**config.mk**
```make
export PLATFORM = sky130hd
export DESIGN_NAME = wb_ahb_bridge
export DESIGN_NICKNAME = d
export VERILOG_FILES = /design/src/rtl/el2_ahb_pkg.sv /design/src/rtl/wb_sel_decode.sv /design/src/rtl/wb_ahb_bridge.sv
export SDC_FILE = /design/constraint.sdc
export NUM_CORES = 1
export LEC_CHECK = 0
export CORE_ASPECT_RATIO = 1.75
export CORE_MARGIN = 2
export CORE_UTILIZATION = 39
export CTS_CLUSTER_DIAMETER = 100
export DETAILED_ROUTE_END_ITERATION = 6
export GPL_ROUTABILITY_DRIVEN = 0
export HOLD_SLACK_MARGIN = 0.02
export PLACE_DENSITY = 0.85
export SLEW_MARGIN = 15
export SYNTH_ARGS = -nofsm -noshare
export SYNTH_HDL_FRONTEND = slang
export SYNTH_SLANG_ARGS = --single-unit
```
**constraint.sdc**
```tcl
create_clock -name HCLK -period 2.5 [get_ports HCLK]
set_clock_uncertainty 0.1 [all_clocks]
set_input_delay 0.25 -clock HCLK [delete_from_list [all_inputs] [get_ports HCLK]]
set_output_delay 0.25 -clock HCLK [all_outputs]
set_load 0.02 [all_outputs]
```
**src/rtl/el2_ahb_pkg.sv**
```systemverilog
// Shared AHB-Lite encodings and bridge state codes for the Wishbone-to-AHB path.
package el2_ahb_pkg;

    localparam logic [1:0] HTRANS_IDLE   = 2'b00;
    localparam logic [1:0] HTRANS_NONSEQ = 2'b10;

    localparam logic [2:0] HSIZE_BYTE = 3'd0;
    localparam logic [2:0] HSIZE_HALF = 3'd1;
    localparam logic [2:0] HSIZE_WORD = 3'd2;

    localparam logic [2:0] HBURST_SINGLE = 3'b000;
    localparam logic [3:0] HPROT_DEFAULT = 4'b0011;

    typedef logic [1:0] state_t;
    localparam state_t ST_IDLE = 2'd0;
    localparam state_t ST_ADDR = 2'd1;
    localparam state_t ST_DATA = 2'd2;
    localparam state_t ST_ACK  = 2'd3;

endpackage

```
**src/rtl/wb_sel_decode.sv**
```systemverilog
// Maps a Wishbone byte-lane select to an AHB transfer size and byte offset.
module wb_sel_decode
    import el2_ahb_pkg::*;
(
    input  logic [3:0] sel,
    output logic       legal,
    output logic [2:0] hsize,
    output logic [1:0] offset
);

    always_comb begin
        legal  = 1'b1;
        hsize  = HSIZE_BYTE;
        offset = 2'd0;
        case (sel)
            4'b1111: hsize = HSIZE_WORD;
            4'b0011: hsize = HSIZE_HALF;
            4'b1100: begin hsize = HSIZE_HALF; offset = 2'd2; end
            4'b0001: offset = 2'd0;
            4'b0010: offset = 2'd1;
            4'b0100: offset = 2'd2;
            4'b1000: offset = 2'd3;
            default: legal = 1'b0;
        endcase
    end

endmodule

```
**src/rtl/wb_ahb_bridge.sv**
```systemverilog
// Wishbone classic slave issuing one AHB-Lite SINGLE transfer per request.
//   state | meaning
//   IDLE  | waiting for stb & cyc
//   ADDR  | AHB address phase, HTRANS = NONSEQ
//   DATA  | AHB data phase, waiting for HREADY
//   ACK   | one-cycle Wishbone acknowledge
module wb_ahb_bridge
    import el2_ahb_pkg::*;
#(
    parameter logic [31:0] AHB_BASE  = 32'h0000_0000,
    parameter logic [31:0] ADDR_MASK = 32'h00FF_FFFC
) (
    input  logic        HCLK,
    input  logic        HRESETn,
    input  logic        wbs_stb_i,
    input  logic        wbs_cyc_i,
    input  logic        wbs_we_i,
    input  logic [3:0]  wbs_sel_i,
    input  logic [31:0] wbs_adr_i,
    input  logic [31:0] wbs_dat_i,
    output logic        wbs_ack_o,
    output logic [31:0] wbs_dat_o,
    output logic [31:0] HADDR,
    output logic [1:0]  HTRANS,
    output logic [2:0]  HSIZE,
    output logic [2:0]  HBURST,
    output logic [3:0]  HPROT,
    output logic        HMASTLOCK,
    output logic        HWRITE,
    output logic [31:0] HWDATA,
    input  logic        HREADY,
    input  logic [31:0] HRDATA,
    input  logic        HRESP,
    output logic        err_o,
    input  logic        err_clr_i
);

    state_t      state_q;
    logic        we_q;
    logic [2:0]  size_q;
    logic [31:0] addr_q;
    logic [31:0] wdata_q;
    logic [31:0] rdata_q;
    logic        err_q;

    logic        req;
    logic        sel_legal;
    logic [2:0]  sel_size;
    logic [1:0]  sel_off;
    logic        err_set;

    wb_sel_decode u_sel_decode (
        .sel    (wbs_sel_i),
        .legal  (sel_legal),
        .hsize  (sel_size),
        .offset (sel_off)
    );

    assign req = wbs_stb_i & wbs_cyc_i;

    // An ERROR response only counts on its completing (HREADY high) cycle.
    assign err_set = ((state_q == ST_IDLE) & req & ~sel_legal)
                   | ((state_q == ST_DATA) & HREADY & HRESP);

    always_ff @(posedge HCLK or negedge HRESETn) begin
        if (!HRESETn) begin
            state_q <= ST_IDLE;
            we_q    <= 1'b0;
            size_q  <= 3'd0;
            addr_q  <= 32'd0;
            wdata_q <= 32'd0;
            rdata_q <= 32'd0;
        end else begin
            case (state_q)
                ST_IDLE: begin
                    if (req) begin
                        we_q    <= wbs_we_i;
                        size_q  <= sel_size;
                        addr_q  <= (wbs_adr_i & ADDR_MASK) | AHB_BASE | {30'd0, sel_off};
                        wdata_q <= wbs_dat_i;
                        if (sel_legal) begin
                            state_q <= ST_ADDR;
                        end else begin
                            rdata_q <= 32'd0;
                            state_q <= ST_ACK;
                        end
                    end
                end
                ST_ADDR: begin
                    if (HREADY) state_q <= ST_DATA;
                end
                ST_DATA: begin
                    if (HREADY) begin
                        if (!we_q) rdata_q <= HRDATA;
                        state_q <= ST_ACK;
                    end
                end
                ST_ACK:  state_q <= ST_IDLE;
                default: state_q <= ST_IDLE;
            endcase
        end
    end

    always_ff @(posedge HCLK or negedge HRESETn) begin
        if (!HRESETn)       err_q <= 1'b0;
        else if (err_set)   err_q <= 1'b1;
        else if (err_clr_i) err_q <= 1'b0;
    end

    // The transfer cannot be aborted, but a master that dropped cyc gets no ack.
    assign wbs_ack_o = (state_q == ST_ACK) & wbs_cyc_i;
    assign wbs_dat_o = rdata_q;
    assign err_o     = err_q;

    assign HTRANS    = (state_q == ST_ADDR) ? HTRANS_NONSEQ : HTRANS_IDLE;
    assign HADDR     = addr_q;
    assign HSIZE     = size_q;
    assign HWRITE    = we_q;
    assign HWDATA    = wdata_q;
    assign HBURST    = HBURST_SINGLE;
    assign HPROT     = HPROT_DEFAULT;
    assign HMASTLOCK = 1'b0;

endmodule

```
==> metrics.md <==
| Metric | Value |
|---|---|
| FF-to-FF setup slack | 0.30 ns |
| Hold path depth | 3 |
| CTS tree | yes |
| Share of async-settable or async-resettable flops after synthesis | 1.00 |
| Final Hold Vio Count | 0 |
| Largest family of logic cells by synthesized area | multiplexers |
| Synth warn | 0 |
| Antenna violations before repair | 0 |
| CTS Sinks | 94 |
| Fin. max-slew vios | 0 |
| Worst Setup End Kind | flop |
| Syn-to-layout area delta | 56.7% |
| Internal power | about 4.5 mW |
| N_diodes | 0 |
| Tcrit/Tclk final | 0.878 |
| Max clock buf depth | 2 |
| Via density | roughly 4.9 |
| Slowest library cell on the worst path | o211ai_1 |
| Starting density of the core | 0.400 |
| Worst endpoint required time | between 2 and 3 ns |
| Reg2Reg Launch Point | state_q[0]$_DFFE_PN0P_ |
| Top-area cell type share of the netlist area | 0.597 |
| Hold Crit Start | HRDATA[14] |
| Post-Layout Cell Count | ~640 |
| Hold EP | wbs_dat_o[14]$_DFFE_PN0P_ |
| Slew headroom | 0.568 |
| Core area | 9850 µm² |
| Flop pwr share | 0.338 |
| Skew-Pair Late Insertion Delay | 0.33 ns |
| Synth Area in Simple Gates | 0.0540 |
| Seq cells post-synth | 94 |
| Synth Area in Compound Gates | 0.0998 |
| DP Cell Count | roughly 630 |
| Worst Hold Class | primary input to flop |
| Final critical-path required period | 2.20 ns |
| Num ports | 220 |
| Sequential cell area fraction in the yosys report | 0.597 |
| Adder-Cell Fraction of Synth Area | 0.0159 |
| NetSw | around 2.7 mW |
| Post-synthesis instance total | roughly 330 |
| Netlist cell types | 24 |
| Setup Viol. Count Final | 0 |
| Post-CTS setup buffers | 0 |
| CP Cell Sequence | inv_1 > ha_1 > o211ai_1 > or2_4 > o21ai_1 |
| WL final | around 10000 µm |
| RSZ-0062 raised after global routing | false |
| Largest net degree at the start of global routing | around 60 |
| XOR/XNOR Fraction of Synth Area | 0.00222 |
| Comb power frac | 0.495 |
| P_leak | about 2.6 nW |
| First-pass GRT wire length | ~15000 µm |
| Worst setup path category | flop to flop |
| Peak supply drop | about 0.00081 V |
| Worst-margin pin slew | 0.649 ns |
| Std-Cell Rows | between 40 and 50 |
| Die area | approximately 11000 µm² |
| Largest cells by area after synthesis | dfrtp_1 (60%), mux2_2 (17%), o21ai_1 (5.6%) |
| Max incr delay on CP | about 0.54 ns |
| Clock Power Share | 0.167 |
| DR DRC count | 0 |
| # port buffers | approximately 190 |
| Synth Flop Type | dfrtp_1 |
| Avg Cell Area, Syn | 12.0 µm² |
| Clock Pin Slew Worst Setup and Hold Paths | roughly 0.06 ns |
| Antenna Nets Post-Route | 0 |
| H-tree Lvls | 3 |
| GRT Total Usage | 0.181 |
| Share of cells above drive strength 1 | 0.152 |
| Fin nets | between 600 and 700 |
| DIE HEIGHT | 137 µm |
| Remaining global-route overflow | 0 |
| Post_cts resized | 0 |
| Final TNS setup | 0 ns |
| Num CTS Buffers | 9 |
| Vias in the first global route | 3194 |
| Fmax | about 460 MHz |
| Routed WL per cell | roughly 16 µm |
| Max-cap violations | 0 |
| Most frequent cells after synthesis | dfrtp_1 (94), mux2_2 (58), o21ai_1 (44), nand2_1 (39), o21ai_0 (25) |
| Worst flop-to-flop path endpoint | wbs_dat_o[1]$_DFFE_PN0P_ |
| Sw Ratio | 0.370 |
| Synth area leader | dfrtp_1 |
| Hpwl dp | slightly below 8000 µm |
| Total Power | 7.18 mW |
| DP Area | roughly 5900 µm² |
| Via Count | 3154 |
| CP max FO | 32 |
| Worst EP arrival | approximately 2.3 ns |
| First-pass iteration count of the detailed router | 4 |
| Reg2reg path depth | 5 |
| Multiplexer area fraction after synthesis | 0.166 |
| Status | completed |
| EDFF count, synth | 0 |
| Post-route cell area | about 6000 µm² |
| Synthesized cell area | between 3000 and 4000 µm² |
| Dominant cell by count in the synthesized netlist | dfrtp_1 |
| Die outline width | 80.0 µm |
| Crit start category | flop |
| Root Driver | clkbuf_16 |
| Initial DRC count | a little over 80 |
| PwrDens | ~1200 nW/µm² |
| Hold WS | between 0.3 and 0.4 ns |
==> power by group through the flow <==
stage	clock network [mW]	registers (mW)	logic (mW)
4_1_cts	1.24	2.43	3.59
2_1_floorplan	0	3.14	1.25
6_report	1.20	2.42	3.56
3_5_place_dp	0	2.45	3.58
3_3_place_gp	0	2.41	3.49
5_1_grt	1.32	2.49	3.79
==> layout make-up <==
| cell class | count | area, µm² |
|---|---|---|
| Multi-Input combinational cell | 208 | 1400 |
| Sequential cell | 94 | 2350 |
| Clock inverter | 4 | 25.0 |
| Fill cell | 789 | 3680 |
| Tap cell | 125 | 156 |
| Clock buffer | 11 | 233 |
| Inverter | 5 | 18.8 |
| Timing Repair Buffer | 197 | 1980 |
==> layout by cell type, fill, tap and decap left out, drive strengths merged, types with 2 or more instances in the layout <==
| master | count |
|---|---|
| dfrtp | 94 |
| buf | 6 |
| clkbuf | 11 |
| mux2 | 58 |
| ha | 5 |
| nor2 | 3 |
| clkinvlp | 2 |
| and2 | 3 |
| inv | 5 |
| o21ai | 69 |
| nor3 | 3 |
| nand2 | 39 |
| clkinv | 2 |
| clkdlybuf4s50 | 190 |
| conb | 18 |
==> flip-flops by register name (all words and copies together), names as in the netlist <==
signal / count
err_o: 1
HSIZE: 2
HWRITE: 1
state_q: 2
HWDATA: 32
HADDR: 24
wbs_dat_o: 32
==> through the flow <==
stage | setup WS, ns | utilization
floorplan | 0.686 | -
detailed placement | 0.190 | 0.599
CTS | 0.289 | 0.626
finish | 0.305 | 0.626
global route | 0.108 | 0.626
global placement | 0.323 | 0.599
==> worst max-delay path by stage <==
| stage | from | endpoint | slack (ns) | depth (start not counted) |
|---|---|---|---|---|
| 2_1_floorplan | state_q[0]$_DFFE_PN0P_ | wbs_dat_o[15]$_DFFE_PN0P_ | 0.69 | 7 |
| 5_1_grt | state_q[0]$_DFFE_PN0P_ | wbs_dat_o[6]$_DFFE_PN0P_ | 0.11 | 5 |
| 3_3_place_gp | wbs_sel_i[3] | wbs_dat_o[0]$_DFFE_PN0P_ | 0.32 | 6 |
| 3_5_place_dp | wbs_sel_i[3] | wbs_dat_o[17]$_DFFE_PN0P_ | 0.19 | 7 |
| 4_1_cts | state_q[0]$_DFFE_PN0P_ | wbs_dat_o[29]$_DFFE_PN0P_ | 0.29 | 5 |
| 6_report | state_q[0]$_DFFE_PN0P_ | wbs_dat_o[1]$_DFFE_PN0P_ | 0.30 | 5 |
==> critical path: cells and delay by family (launching register included) <==
kind / cells / cell delay [ns]
compound gates: 2 / 0.67
fa+ha+maj: 1 / 0.36
buf+inv: 1 / 0.10
flops: 1 / 0.38
simple gates: 1 / 0.44
==> per-layer routing <==
metal | track usage | vias up | share of wire
met3 | 0.0541 | 13 | 0.078
met4 | 0.0574 | 0 | 0.014
li1 | - | 1460 | -
met1 | 0.194 | 1543 | 0.36
met5 | 0 | - | 0
met2 | 0.332 | 138 | 0.55
==> logic make-up (layout without fill, tap and decap cells) <==
| group | Yosys count | in the layout |
|---|---|---|
| other | 2 | 18 |
| AO/OA/AOI/OAI | 75 | 75 |
| flip-flops | 94 | 94 |
| adder cells (fa/ha/maj) | 5 | 5 |
| XOR/XNOR | 1 | 1 |
| AND/OR/NAND/NOR | 51 | 51 |
| buffers and inverters | 42 | 217 |
| multiplexers | 58 | 58 |
==> timing repair <==
| item | CTS | global route |
|---|---|---|
| endpoints found under the hold margin | 48 | 0 |
| hold buffers | 1 | 0 |
| setup endpoints to repair | 0 | 0 |
No activity file was read; power rests on OpenSTA's default activity.
